$ cat config.mk
export PLATFORM = sky130hd
export DESIGN_NAME = cfg_master_flat
export DESIGN_NICKNAME = d
export VERILOG_FILES = /design/src/rtl/cfg_master_if.sv /design/src/rtl/cfg_master.sv /design/src/flat_wrapper.sv
export SDC_FILE = /design/constraint.sdc
export NUM_CORES = 1
export LEC_CHECK = 0
export CORE_UTILIZATION = 54
export CTS_CLUSTER_DIAMETER = 60
export CTS_CLUSTER_SIZE = 24
export DETAILED_ROUTE_END_ITERATION = 8
export PLACE_DENSITY = 0.83
export SYNTH_ARGS = -nofsm -noshare
export SYNTH_HDL_FRONTEND = slang
export SYNTH_SLANG_ARGS = --single-unit
$ cat constraint.sdc
create_clock -name clk -period 2.6 [get_ports clk]
set_clock_uncertainty 0.2 [all_clocks]
set_input_delay 0.26 -clock clk [delete_from_list [all_inputs] [get_ports clk]]
set_output_delay 0.26 -clock clk [all_outputs]
set_load 0.03 [all_outputs]
$ cat src/rtl/cfg_master_if.sv
// Command/response bus between a test sequencer and cfg_master.
`timescale 1ns/1ps
interface cfg_master_if;
    logic [23:0] cmd_data;
    logic        snd_frm;
    logic [15:0] resp;
    logic        rsp_rdy;

    modport master (
        output cmd_data, snd_frm,
        input  resp, rsp_rdy
    );

    modport slave (
        input  cmd_data, snd_frm,
        output resp, rsp_rdy
    );
endinterface

$ cat src/rtl/cfg_master.sv
// Config-UART master: sends 3-byte 8N1 command frames, collects 2-byte responses.
// Optional CFG_RX_SYNC_EN adds a two-flop synchronizer on RX_C.
`timescale 1ns/1ps
module cfg_master #(
    parameter int BIT_CLKS = 16
) (
    input  logic         clk,
    input  logic         rst_n,
    cfg_master_if.slave  bus,
    output logic         TX_C,
    input  logic         RX_C
);
    localparam int CW = $clog2(BIT_CLKS);
    localparam logic [CW-1:0] LAST = CW'(BIT_CLKS - 1);
    localparam logic [CW-1:0] HALF = CW'(BIT_CLKS / 2 - 1);

    typedef enum logic [1:0] {IDLE, START, DATA, STOP} tx_state_t;
    typedef enum logic [1:0] {R_IDLE, R_START, R_DATA, R_STOP} rx_state_t;

    tx_state_t     tx_st, tx_nx;
    logic [CW-1:0] tx_cnt, tx_cnt_nx;
    logic [2:0]    tx_bit, tx_bit_nx;
    logic [1:0]    tx_byte, tx_byte_nx;
    logic [23:0]   frm, frm_nx;
    logic [7:0]    cur;
    logic          tx_wrap;
    logic          accept;

    assign accept  = (tx_st == IDLE) && bus.snd_frm;
    assign tx_wrap = (tx_cnt == LAST);

    always_comb begin
        case (tx_byte)
            2'd0:    cur = frm[23:16];
            2'd1:    cur = frm[15:8];
            default: cur = frm[7:0];
        endcase
    end

    always_ff @(posedge clk or negedge rst_n) begin
        if (!rst_n) begin
            tx_st   <= IDLE;
            tx_cnt  <= '0;
            tx_bit  <= '0;
            tx_byte <= '0;
            frm     <= '0;
        end else begin
            tx_st   <= tx_nx;
            tx_cnt  <= tx_cnt_nx;
            tx_bit  <= tx_bit_nx;
            tx_byte <= tx_byte_nx;
            frm     <= frm_nx;
        end
    end

    always_comb begin
        tx_nx      = tx_st;
        tx_cnt_nx  = tx_cnt;
        tx_bit_nx  = tx_bit;
        tx_byte_nx = tx_byte;
        frm_nx     = frm;
        if (tx_st != IDLE)
            tx_cnt_nx = tx_wrap ? '0 : tx_cnt + CW'(1);
        unique case (tx_st)
            IDLE: begin
                if (bus.snd_frm) begin
                    frm_nx     = bus.cmd_data;
                    tx_nx      = START;
                    tx_cnt_nx  = '0;
                    tx_byte_nx = 2'd0;
                end
            end
            START: begin
                if (tx_wrap) begin
                    tx_nx     = DATA;
                    tx_bit_nx = 3'd0;
                end
            end
            DATA: begin
                if (tx_wrap) begin
                    tx_bit_nx = tx_bit + 3'd1;
                    if (tx_bit == 3'd7)
                        tx_nx = STOP;
                end
            end
            STOP: begin
                if (tx_wrap) begin
                    if (tx_byte == 2'd2) begin
                        tx_nx = IDLE;
                    end else begin
                        tx_nx      = START;
                        tx_byte_nx = tx_byte + 2'd1;
                    end
                end
            end
            default: tx_nx = IDLE;
        endcase
    end

    // Line is decoded from registered state so reset forces it high at once.
    always_comb begin
        TX_C = 1'b1;
        if (tx_st == START)
            TX_C = 1'b0;
        else if (tx_st == DATA)
            TX_C = cur[tx_bit];
    end

    logic rx_in;
`ifdef CFG_RX_SYNC_EN
    logic [1:0] sync;
    always_ff @(posedge clk or negedge rst_n) begin
        if (!rst_n)
            sync <= 2'b11;
        else
            sync <= {sync[0], RX_C};
    end
    assign rx_in = sync[1];
`else
    assign rx_in = RX_C;
`endif

    rx_state_t     rx_st, rx_nx;
    logic [CW-1:0] rx_cnt, rx_cnt_nx;
    logic [2:0]    rx_bit, rx_bit_nx;
    logic [7:0]    rx_sh, rx_sh_nx;
    logic [7:0]    hi, hi_nx;
    logic          have_hi, have_hi_nx;
    logic [15:0]   resp_q, resp_nx;
    logic          rdy_q, rdy_nx;
    logic          rx_wrap;

    assign rx_wrap     = (rx_cnt == LAST);
    assign bus.resp    = resp_q;
    assign bus.rsp_rdy = rdy_q;

    always_ff @(posedge clk or negedge rst_n) begin
        if (!rst_n) begin
            rx_st   <= R_IDLE;
            rx_cnt  <= '0;
            rx_bit  <= '0;
            rx_sh   <= '0;
            hi      <= '0;
            have_hi <= 1'b0;
            resp_q  <= '0;
            rdy_q   <= 1'b0;
        end else begin
            rx_st   <= rx_nx;
            rx_cnt  <= rx_cnt_nx;
            rx_bit  <= rx_bit_nx;
            rx_sh   <= rx_sh_nx;
            hi      <= hi_nx;
            have_hi <= have_hi_nx;
            resp_q  <= resp_nx;
            rdy_q   <= rdy_nx;
        end
    end

    always_comb begin
        rx_nx      = rx_st;
        rx_cnt_nx  = rx_cnt;
        rx_bit_nx  = rx_bit;
        rx_sh_nx   = rx_sh;
        hi_nx      = hi;
        have_hi_nx = have_hi;
        resp_nx    = resp_q;
        rdy_nx     = 1'b0;
        unique case (rx_st)
            R_IDLE: begin
                if (!rx_in) begin
                    rx_nx     = R_START;
                    rx_cnt_nx = '0;
                end
            end
            R_START: begin
                // Half-bit recheck; later samples then land at bit centres.
                if (rx_cnt == HALF) begin
                    rx_cnt_nx = '0;
                    rx_bit_nx = 3'd0;
                    rx_nx     = rx_in ? R_IDLE : R_DATA;
                end else begin
                    rx_cnt_nx = rx_cnt + CW'(1);
                end
            end
            R_DATA: begin
                if (rx_wrap) begin
                    rx_cnt_nx = '0;
                    rx_sh_nx  = {rx_in, rx_sh[7:1]};
                    rx_bit_nx = rx_bit + 3'd1;
                    if (rx_bit == 3'd7)
                        rx_nx = R_STOP;
                end else begin
                    rx_cnt_nx = rx_cnt + CW'(1);
                end
            end
            R_STOP: begin
                if (rx_wrap) begin
                    rx_cnt_nx = '0;
                    rx_nx     = R_IDLE;
                    if (!rx_in) begin
                        have_hi_nx = 1'b0;
                    end else if (!have_hi) begin
                        hi_nx      = rx_sh;
                        have_hi_nx = 1'b1;
                    end else begin
                        resp_nx    = {hi, rx_sh};
                        rdy_nx     = 1'b1;
                        have_hi_nx = 1'b0;
                    end
                end else begin
                    rx_cnt_nx = rx_cnt + CW'(1);
                end
            end
            default: rx_nx = R_IDLE;
        endcase
        if (accept)
            have_hi_nx = 1'b0;
    end
endmodule

$ cat src/flat_wrapper.sv
// flat-port wrapper written by rule: the top's interface ports become plain ports
module cfg_master_flat 
#(
    parameter int BIT_CLKS = 16
)
  (clk, rst_n, TX_C, RX_C, bus_cmd_data, bus_snd_frm, bus_resp, bus_rsp_rdy);
  cfg_master_if bus_i ();
  input  logic clk;
  input  logic rst_n;
  output logic TX_C;
  input  logic RX_C;
  input wire logic [$bits(bus_i.cmd_data)-1:0] bus_cmd_data;
  input wire logic [$bits(bus_i.snd_frm)-1:0] bus_snd_frm;
  output wire logic [$bits(bus_i.resp)-1:0] bus_resp;
  output wire logic [$bits(bus_i.rsp_rdy)-1:0] bus_rsp_rdy;
  assign bus_i.cmd_data = bus_cmd_data;
  assign bus_i.snd_frm = bus_snd_frm;
  assign bus_resp = bus_i.resp;
  assign bus_rsp_rdy = bus_i.rsp_rdy;
  cfg_master #(.BIT_CLKS(BIT_CLKS)) u_core (.clk(clk), .rst_n(rst_n), .bus(bus_i), .TX_C(TX_C), .RX_C(RX_C));
endmodule
==> summary.txt <==
Run status
  • Status: complete, no violations

Floorplanning
  • I/O pin cnt: 46
  • Core box area: 6490 sq um
  • Die Width: 84.8 um
  • Height of the die: 84.8 um
  • Cell Rows: 29
  • Initial Utilization: 57.0%
  • Die Area: 7190 sq um

CTS
  • # H-tree levels: 3
  • Number of CTS-inserted buffers: 9
  • Clock slew at reported path FFs: 0.08 ns
  • Clk root buf: clkbuf_8
  • Clock Sinks: 78
  • CTS tree: built
  • Worst skew pair latency: 0.35 ns
  • Max Root-Sink Buffers: 2

Power
  • Sw frac: 30.3%
  • Logic gate share of total power: a little over a quarter
  • Cell Pwr Density: 753 nW/um^2
  • LEAKAGE: ~2.1 nW
  • VDD IR max: 0.642 mV
  • Clock power frac: 26.2%
  • Net Switching: approximately 1.0 mW
  • Sequential power share: a little under half
  • Int Pwr: between 2 and 2.5 mW

Timing
  • Worst Tran Pin Value: 0.626 ns
  • Final period utilization: 99.0%
  • Hold Fails Final Rpt: 0
  • Unrepaired setup endpoints after global routing: yes
  • Min cycle time layout: 2.58 ns
  • Worst slew margin: around 58%
  • Setup-failing EPs final: 0
  • Setup WS post-layout: around 0.025 ns
  • F_max: 0.388 GHz
  • Fin. max-slew vios: 0

Synthesis
  • Synth area leader: dfrtp_1
  • Top cell type's share of synthesized area: 52.7%
  • Syn. warnings: 0
  • Ys flop type: dfrtp_1
  • Sequential share of the synthesized area: between 50% and 60%
  • #FFs+latches synth: 78
  • Post-synth EDFFs: 0
  • Synth area leaders: dfrtp_1 53%, mux2_2 18%, ha_1 6.1%, nand2_1 2.6%, a22o_1 2.4%
  • Post-synthesis net count: roughly 350
  • Synth cell count leaders: 78 x dfrtp_1, 59 x mux2_2, 26 x nand2_1, 18 x ha_1, 17 x o21ai_0
  • Fraction of registers with async set/reset: 100%
  • Count leader, synth: dfrtp_1
  • Library cells used by synthesis: 48
  • Post-Syn Area per Cell: roughly 12 sq um
  • Syn Std Cell Area: 3700 sq um
  • Synthesized instance count: 303

Detailed routing
  • Vias/cell: between 5 and 6
  • First-pass DRT Iterations: 6
  • Residual DRC: 0
  • Wire per inst: 16.8 um
  • Remaining antenna violation count: 0
  • DRT iter0 DRCs: 145
  • Vias: around 2600
  • Routed wire length: 7440 um

Critical path
  • Top cell by count, worst path: buf_4
  • Slowest cell on crit path: dfrtp_1
  • Arr. time, crit path: 2.12 ns
  • Crit. End Element: output pin
  • WP data required: 2.14 ns
  • Reg2Reg Depth: 5
  • CP Max Fanout: 5
  • CP Class: reg2out
  • Worst reg-to-reg setup slack: 0.47 ns
  • Worst path buffer plus inverter count: 3
  • Max incr delay on CP: just under 0.4 ns
  • RR Startpoint: u_core.rx_st[0]$_DFFE_PN0P_
  • Critical-path cell list: inv_2, ha_4, buf_4, a22o_1, a2111oi_1, a211o_1, nor4_2, buf_4
  • Setup crit start kind: flop
  • Crit path max-delay family: compound AO/OA/AOI/OAI gates

Global routing
  • Vias in the first global route: roughly 2600
  • GRT Residual Overflow: 0
  • Aggregate global-route resource usage: 22.6%
  • First-pass GRT wire length: 12500 um
  • Initial antenna violation count: 0
  • Largest net degree at the start of global routing: 48

Cells and area
  • Filler Cells Inserted: roughly 450
  • Area of the multi-input gates: about 1700 sq um
  • Post-route cell area: between 4000 and 5000 sq um
  • Ant. Diodes: 0
  • Fin nets: 408
  • Register area: 1950 sq um
  • Fin util: roughly 70%
  • Proportion of layout cells with a drive suffix above 1: 28.6%
  • Area Growth Syn to Fin: 23.5%

Placed design
  • Placement Setup Slack: approximately 0.21 ns
  • DP Area: 4250 sq um
  • GPL Wtd Cong: 0.852
  • IO buf count: 45
  • Detailed placement HPWL: 5040 um

Flow run
  • Max-capacitance violation count: 0

Hold path
  • Min-delay worst type: in2async
==> layer usage <==
layer / global-route usage (%) / share of wire [%]
met2: 34.7 / 49
met5: 0 / 0
met4: 8.01 / 1.1
met3: 5.60 / 3.7
met1: 31.6 / 46
==> how the worst max path moves through the flow <==
stage / endpoint / slack [ns] / cells past startpoint / startpoint
detailed placement: TX_C / 0.21 / 7 / u_core.tx_byte[0]$_DFFE_PN0P_
global route: TX_C / -0.07 / 8 / u_core.tx_byte[1]$_DFFE_PN0P_
CTS: TX_C / 0.009 / 7 / u_core.tx_st[0]$_DFFE_PN0P_
floorplan: TX_C / 0.09 / 7 / u_core.tx_byte[0]$_DFFE_PN0P_
finish: TX_C / 0.02 / 8 / u_core.tx_byte[1]$_DFFE_PN0P_
global placement: TX_C / 0.25 / 7 / u_core.tx_byte[0]$_DFFE_PN0P_
==> logic make-up (layout without fill, tap and decap cells) <==
family          Yosys count  count (layout)  share of synthesized area, %
mux                      61              61                          18.5
buf+inv                  24              88                          2.70
fa+ha+maj                18              18                          6.08
simple gates             67              67                          9.70
compound gates           55              55                          10.3
flops                    78              78                          52.7
==> flip-flops by register name, indices dropped and copies added (netlist names), named ones only <==
register            count
u_core.rx_bit           3
u_core.rx_cnt           4
u_core.have_hi          1
u_core.hi               8
u_core.frm             24
u_core.rx_sh            8
u_core.tx_bit           3
u_core.rx_st            1
u_core.bus.rsp_rdy      1
u_core.tx_cnt           4
u_core.tx_byte          2
u_core.bus.resp        16
u_core.tx_st            2
==> cell usage in the layout, fill, tap and decap left out, types with 4 or more instances in the layout <==
cell / synthesis / final
nand2b_1: 4 / 4
nand3_1: 6 / 6
mux2_2: 59 / 59
clkbuf_8: 0 / 10
nor2b_1: 4 / 4
nand2_1: 26 / 26
buf_4: 0 / 12
inv_1: 15 / 14
ha_1: 18 / 15
o21ai_0: 17 / 17
clkdlybuf4s50_1: 0 / 43
a22o_1: 10 / 10
a21oi_1: 7 / 7
dfrtp_1: 78 / 77
==> power groups by stage <==
| stage | clock (mW) | sequential, mW | combinational [mW] |
|---|---|---|---|
| after floorplan | 0 | 1.58 | 0.656 |
| after global placement | 0 | 1.65 | 0.812 |
| after detailed placement | 0 | 1.65 | 0.860 |
| after CTS | 0.924 | 1.63 | 0.877 |
| after global routing | 0.978 | 1.67 | 1.00 |
| final | 0.902 | 1.64 | 0.898 |
==> through the flow <==
stage                     hold slack, ns  cells  setup TNS, ns  power, mW
final                              0.262    444              0       3.44
after global routing               0.296    444        -0.0681       3.65
after CTS                          0.281    437              0       3.43
after detailed placement           0.115    420              0       2.51
after global placement             0.110    420              0       2.46
after floorplan                   -0.236    303              0       2.24
==> cell type report <==
type	count	share of cell area (%)
inverters	15	1.23
multi-input cells	201	37.6
clock inverters	6	1.34
flip-flops and latches	78	42.7
clock buffers	10	3.01
well taps	77	2.11
repair buffers	57	12.0
==> timing repair <==
action / CTS / global route
hold endpoints to repair: 46 / 0
pin swaps: 0 / 5
buffers inserted: 0 / 7
setup endpoints to repair: 1 / 1
resized for setup: 9 / 9
hold buffers: 1 / 0
Power figures use the tool's default switching activity.
